<file path="config.mk">
export PLATFORM = sky130hd
export DESIGN_NAME = anspwm_combine_pwm_flat
export DESIGN_NICKNAME = d
export VERILOG_FILES = /design/src/rtl/anspwm_combine_pwm_if.sv /design/src/rtl/anspwm_combine_pwm.sv /design/src/flat_wrapper.sv
export SDC_FILE = /design/constraint.sdc
export NUM_CORES = 1
export LEC_CHECK = 0
export BUFFER_PORTS_ARGS = -buffer_cell sky130_fd_sc_hd__buf_4
export CAP_MARGIN = 20
export CORE_UTILIZATION = 38
export CTS_CLUSTER_SIZE = 16
export DETAILED_ROUTE_END_ITERATION = 7
export GPL_ROUTABILITY_DRIVEN = 0
export PLACE_DENSITY = 0.6
export REMOVE_ABC_BUFFERS = 1
export SLEW_MARGIN = 20
export SYNTH_ARGS = -nofsm -noshare
export SYNTH_HDL_FRONTEND = slang
export SYNTH_SLANG_ARGS = --single-unit
</file>
<file path="constraint.sdc">
create_clock -name clk -period 3.3 [get_ports clk]
set_input_delay 0.495 -clock clk [delete_from_list [all_inputs] [get_ports clk]]
set_output_delay 0.495 -clock clk [all_outputs]
set_load 0.02 [all_outputs]
</file>
<file path="src/rtl/anspwm_combine_pwm_if.sv">
// Purpose : bundles the stage-1/stage-2 operands going into the PWM combiner
//           and the PWM-side outputs coming back out of it.
// Ports   : A/C/Csgn (operands, master -> slave); pwm/tick/duty/sat (slave -> master).
interface anspwm_combine_pwm_if #(
  parameter int PW = 8
);
  logic [15:0] A;     // stage-1 quantized value, unsigned
  logic [15:0] C;     // stage-2 correction magnitude
  logic        Csgn;  // stage-2 correction sign, 1 = subtract
  logic        pwm;   // registered PWM pin
  logic        tick;  // one-clock pulse in the last cycle of each period
  logic [PW:0] duty;  // duty currently being output
  logic        sat;   // clamp flag for the active duty

  modport master (
    output A, C, Csgn,
    input  pwm, tick, duty, sat
  );

  modport slave (
    input  A, C, Csgn,
    output pwm, tick, duty, sat
  );
endinterface

</file>
<file path="src/rtl/anspwm_combine_pwm.sv">
// Purpose : signed add of stage-1 value and stage-2 correction, clamp to 0..2^PW,
//           load the result at each period boundary and drive a registered PWM pin.
// Latency : operands -> clamped duty in 2 clocks; loaded on the edge ending the tick cycle.
// Ports   : clk, rst_n (async active-low), bus (slave modport of anspwm_combine_pwm_if).
module anspwm_combine_pwm #(
  parameter int PW = 8
) (
  input  logic                 clk,
  input  logic                 rst_n,
  anspwm_combine_pwm_if.slave  bus
);

  localparam logic [PW-1:0] CNT_MAX  = '1;
  localparam logic [PW:0]   DUTY_MAX = {1'b1, {PW{1'b0}}};

  logic [17:0]   s_q;       // 18-bit two's complement sum, cannot overflow
  logic [17:0]   sum;
  logic [PW:0]   dnext;
  logic          snext;
  logic [PW-1:0] cnt;
  logic [PW-1:0] cnt_next;
  logic          tick_q;
  logic [PW:0]   duty_q;
  logic [PW:0]   duty_next;
  logic          sat_q;
  logic          pwm_q;

  // Stage-1 arithmetic; zero extension keeps A and C unsigned before negation.
  always_comb begin
    sum = {2'b00, bus.A} + (bus.Csgn ? -{2'b00, bus.C} : {2'b00, bus.C});
  end

  // Next-state values of the period counter and the active duty, used so the
  // PWM flop reflects the state after the edge (no glitch at the boundary).
  always_comb begin
    cnt_next  = cnt + PW'(1);
    duty_next = tick_q ? dnext : duty_q;
  end

  always_ff @(posedge clk or negedge rst_n) begin
    if (!rst_n) begin
      s_q    <= '0;
      dnext  <= '0;
      snext  <= 1'b0;
      cnt    <= '0;
      tick_q <= 1'b0;
      duty_q <= '0;
      sat_q  <= 1'b0;
      pwm_q  <= 1'b0;
    end else begin
      // Pipeline stage 1: signed sum
      s_q <= sum;

      // Pipeline stage 2: clamp to 0..2^PW, flag when clipping happened
      if (s_q[17]) begin
        dnext <= '0;
        snext <= 1'b1;
      end else if (s_q > 18'(DUTY_MAX)) begin
        dnext <= DUTY_MAX;
        snext <= 1'b1;
      end else begin
        dnext <= s_q[PW:0];
        snext <= 1'b0;
      end

      // Free-running period counter; tick tracks the cycle where cnt is at max
      cnt    <= cnt_next;
      tick_q <= (cnt_next == CNT_MAX);

      // Duty and clamp flag only change on the edge that ends the tick cycle
      if (tick_q) begin
        duty_q <= dnext;
        sat_q  <= snext;
      end

      // Extra MSB on the counter so duty = 2^PW keeps the pin high all period
      pwm_q <= ({1'b0, cnt_next} < duty_next);
    end
  end

  assign bus.pwm  = pwm_q;
  assign bus.tick = tick_q;
  assign bus.duty = duty_q;
  assign bus.sat  = sat_q;

endmodule

</file>
<file path="src/flat_wrapper.sv">
// flat-port wrapper written by rule: the top's interface ports become plain ports
module anspwm_combine_pwm_flat 
#(
  parameter int PW = 8
)
  (clk, rst_n, bus_A, bus_C, bus_Csgn, bus_pwm, bus_tick, bus_duty, bus_sat);
  anspwm_combine_pwm_if #(.PW(PW)) bus_i ();
  input  logic clk;
  input  logic rst_n;
  input wire logic [$bits(bus_i.A)-1:0] bus_A;
  input wire logic [$bits(bus_i.C)-1:0] bus_C;
  input wire logic [$bits(bus_i.Csgn)-1:0] bus_Csgn;
  output wire logic [$bits(bus_i.pwm)-1:0] bus_pwm;
  output wire logic [$bits(bus_i.tick)-1:0] bus_tick;
  output wire logic [$bits(bus_i.duty)-1:0] bus_duty;
  output wire logic [$bits(bus_i.sat)-1:0] bus_sat;
  assign bus_i.A = bus_A;
  assign bus_i.C = bus_C;
  assign bus_i.Csgn = bus_Csgn;
  assign bus_pwm = bus_i.pwm;
  assign bus_tick = bus_i.tick;
  assign bus_duty = bus_i.duty;
  assign bus_sat = bus_i.sat;
  anspwm_combine_pwm #(.PW(PW)) u_core (.clk(clk), .rst_n(rst_n), .bus(bus_i));
endmodule
</file>
Word level (Yosys, flattened, before mapping)
Cells that the tools add are included.

word-level totals
  word-level logic and storage cells = 20
  output and inout port bits = 12
  flip-flop bits (word level) = 48

operators by class
  equal/unequal tests = 1
  magnitude comparators = 2
  add/sub/neg operators = 3
  mux-type cells = 6

operator list
  kind                                                                    number
  9-bit 2-to-1 mux                                                        3
  16-bit by 18-bit adder with 18-bit output                               1
  18-bit by 9-bit > comparator with 1-bit output (second input constant)  1
  18-bit 2-to-1 mux                                                       1
  16-bit negator with 18-bit output                                       1
  8-bit by 9-bit less-than comparator with 1-bit output                   1
  8-bit by 1-bit adder with 8-bit output (second input constant)          1
  8-bit == test (second input constant)                                   1
  1-bit 2-to-1 mux                                                        2

Logic depth before layout (Yosys ltp)
  word-level depth = 3
  mapped depth = 14
  mapped depth without buffers = 13

Worst setup path after synthesis
No wires, ideal clock.

  path kind = input -> register
  start point = input bus_C[5]
  end point = register u_core.s_q[15]
  stages = 12
  arrival time = 2.963 ns
  data required time = 3.169 ns
  setup slack = 0.207 ns
  cell sequence = nor4_2 > nand2_1 > or4_4 > o21ai_0 > xnor2_1 > ha_1 > clkbuf_1 > a21o_1 > o41ai_1 > o31a_1 > o21ai_0 > xor2_1

between the ends
  longest elaborated chain between the ends = 3

RTL lines
  item                                         RTL line                  source
  start, declared                              flat_wrapper.sv:11        input wire logic [$bits(bus_i.C)-1:0] bus_C;
  16-bit negator with 18-bit output            anspwm_combine_pwm.sv:30  sum = {2'b00, bus.A} + (bus.Csgn ? -{2'b00, bus.C} : {2'b00, bus.C});
  18-bit 2-to-1 mux *                          anspwm_combine_pwm.sv:30
  16-bit by 18-bit adder with 18-bit output *  anspwm_combine_pwm.sv:30
  named net u_core.sum[15]                     anspwm_combine_pwm.sv:17  logic [17:0] sum;
  end signal, assigned                         anspwm_combine_pwm.sv:52  s_q <= sum;
  end, declared                                anspwm_combine_pwm.sv:16  logic [17:0] s_q;

Mark *: on every way through the listed nets, which the timed path passes. The rest lies on a longest branch.
A chain may end at the register's enable or synchronous reset.

Worst setup path in the final report
Ends and elaborated chain as after synthesis.

==> reports/qor.csv <==
metric;value;unit
wirelength;5.16;mm
seq_area_frac_synth;42.8;%
skew;0.00700;ns
port-buffer-count;46;
avgSynthCellArea;10.5;um^2
area_growth;20.0;%
max_slew.worst_pin.slew;0.752;ns
drc_errors;0;
cp_max_fo;6;
wire_per_inst;12.4;um
dpl_cell_area;0.00329;mm^2
drv_slew;0;
die_area;0.00774;mm^2
antenna_left;0;
htree_levels;2;
grt_pass1_vias;2099;
nets;383;
dp_hpwl;4.21;mm
syn_inst;268;
vdd_drop_max;0.000144;V
clkTransAtPathRegs;0.08;ns
rrSetupSlack;1.37;ns
core;0.00698;mm^2
power.leakage;0.00161;uW
via_per_inst;4.97;
chipWidth;88.0;um
utilization;48.2;%
rr_worst_depth;7;
end_kind;flop;
powerDensity;394;mW/mm^2
cts_setup_buffers;0;
ctsHoldBuffers;0;
track_usage;15.0;%
num_antenna_cells;0;
rsz0062_at_grt;no;
timing.final.hold_violations;0;
yosysTopAreaCellShare;42.8;%
reg2reg_from;u_core.cnt[0];
fmax;332;MHz
grt_max_degree;49;
maxCapViolations;0;
hold_ws;0.197;ns
grt_first_pass_wirelength;9.06;mm
route.vias.total;2072;
layout_common_cells;50 x buf_4, 48 x dfrtp_1, 26 x ha_1;
cts.sinks;48;
numCtsBuffers;5;
cts_resized;0;
clock_latency;0.29;ns
cp-start-kind;input pin;
syn_area;0.00281;mm^2
hold_class;in -> async;
status;complete, no violations;
cts_buffer_depth;2;
ys.warnings.count;0;
drive_gt1_share;20.9;%
min_period;3.01;ns
design_area;0.00337;mm^2
maxSlewHeadroom;49.6;%
worstPathRequired;3.48;ns
grt-ovfl-total;0;
ios;47;
setup-violations-final;0;
die_h;88.0;um
layout_commonest_cell;buf_4;
row_count;30;
crit_arrival;3.19;ns
yosys.area.top_type;dfrtp_1;
ys_ff_latch;48;
synth_area_leaders;dfrtp_1 43%, ha_1 12%, xnor2_1 7.8%, xor2_1 3.4%, o21ai_0 3.2%;
ys_types;40;
worst_r2r_endpoint;u_core.bus.pwm;
drt-initial-drc-count;76;
drt_first_pass_iters;6;
start_util;40.2;%
worstSetupPathType;in -> reg;
antenna_found_initial;0;
finalCritPeriodShare;91.3;%
clockRootBuffer;clkbuf_8;
finalSetupTns;0;ns
tritoncts;yes;
-- where the power goes --
| part | switching, uW | internal (uW) |
|---|---|---|
| Sequential | 24.8 | 655 |
| Combinational | 170 | 154 |
| Clock | 180 | 143 |
| Total | 375 | 953 |
-- synthesized netlist by cell type (all sizes together) --
cell / instances
nor4: 7
and3: 2
nand4: 2
ha: 26
mux2: 3
a21o: 5
a21boi: 1
o211ai: 4
a211oi: 5
nand3: 6
and2: 9
nor3: 2
o31ai: 5
xor2: 11
dfrtp: 48
clkbuf: 3
and4b: 1
nand2: 18
a31oi: 4
mux2i: 7
a21oi: 13
o21a: 2
or4: 4
buf: 1
xnor2: 25
o41ai: 3
inv: 14
nor2b: 1
nor2: 11
nand2b: 2
fa: 1
o21ai: 19
o31a: 1
nand3b: 1
o211a: 1
-- registers in the layout, summed over array words and instances, names as in the netlist --
name,count
u_core.dnext,9
u_core.cnt,8
u_core.bus.sat,1
u_core.s_q,18
u_core.bus.duty,9
u_core.bus.pwm,1
u_core.bus.tick,1
u_core.snext,1
-- final cells by class --
class	count	area, um^2
Timing Repair Buffer	50	375
Multi-Input combinational cell	202	1540
Fill cell	703	3610
Clock buffer	5	68.8
Inverter	14	52.6
Tap cell	96	120
Clock inverter	2	12.5
Sequential cell	48	1200
-- through the flow --
stage               total power, uW  cells  setup WS (ns)
floorplan                       903    264          0.290
global placement               1010    410         0.0593
detailed placement             1020    410         0.0178
CTS                            1350    417          0.309
global route                   1410    417         0.0876
finish                         1330    417          0.287
-- kinds of logic (layout without fill, tap and decap cells) --
| group | Yosys count | count (layout) | share of synthesized area [%] |
|---|---|---|---|
| AO/OA/AOI/OAI | 63 | 63 | 14.8 |
| XOR/XNOR | 36 | 36 | 11.2 |
| adder cells (fa/ha/maj) | 27 | 27 | 12.3 |
| buffers and inverters | 18 | 71 | 2.45 |
| flip-flops | 48 | 48 | 42.8 |
| multiplexers | 10 | 10 | 3.70 |
| AND/OR/NAND/NOR | 66 | 66 | 12.7 |
-- critical path, cell delays in order --
cell,delay [ns]
buf_4,0.12
nor4_2,0.28
nand2_1,0.15
or4_4,0.43
o21ai_0,0.20
xnor2_1,0.15
ha_1,0.31
a21o_1,0.21
o41ai_1,0.36
o31a_1,0.24
o21ai_0,0.10
xor2_1,0.15
-- layer usage --
layer,vias up,global-route usage (%),wire length (um)
met2,46,26.9,2510
met1,960,17.9,2370
li1,1061,-,-
met3,5,3.11,212
met4,0,4.92,74
met5,-,0,0
-- worst max-delay path by stage --
stage | startpoint | slack (ns) | to | cells after the start
4_1_cts | bus_C[5] | 0.31 | u_core.s_q[15] | 12
6_report | bus_C[5] | 0.29 | u_core.s_q[15] | 12
5_1_grt | bus_C[5] | 0.09 | u_core.s_q[15] | 12
3_5_place_dp | bus_C[5] | 0.02 | u_core.s_q[15] | 12
3_3_place_gp | bus_C[5] | 0.06 | u_core.s_q[15] | 12
2_1_floorplan | bus_C[5] | 0.29 | u_core.s_q[15] | 11
Power figures use the tool's default switching activity.
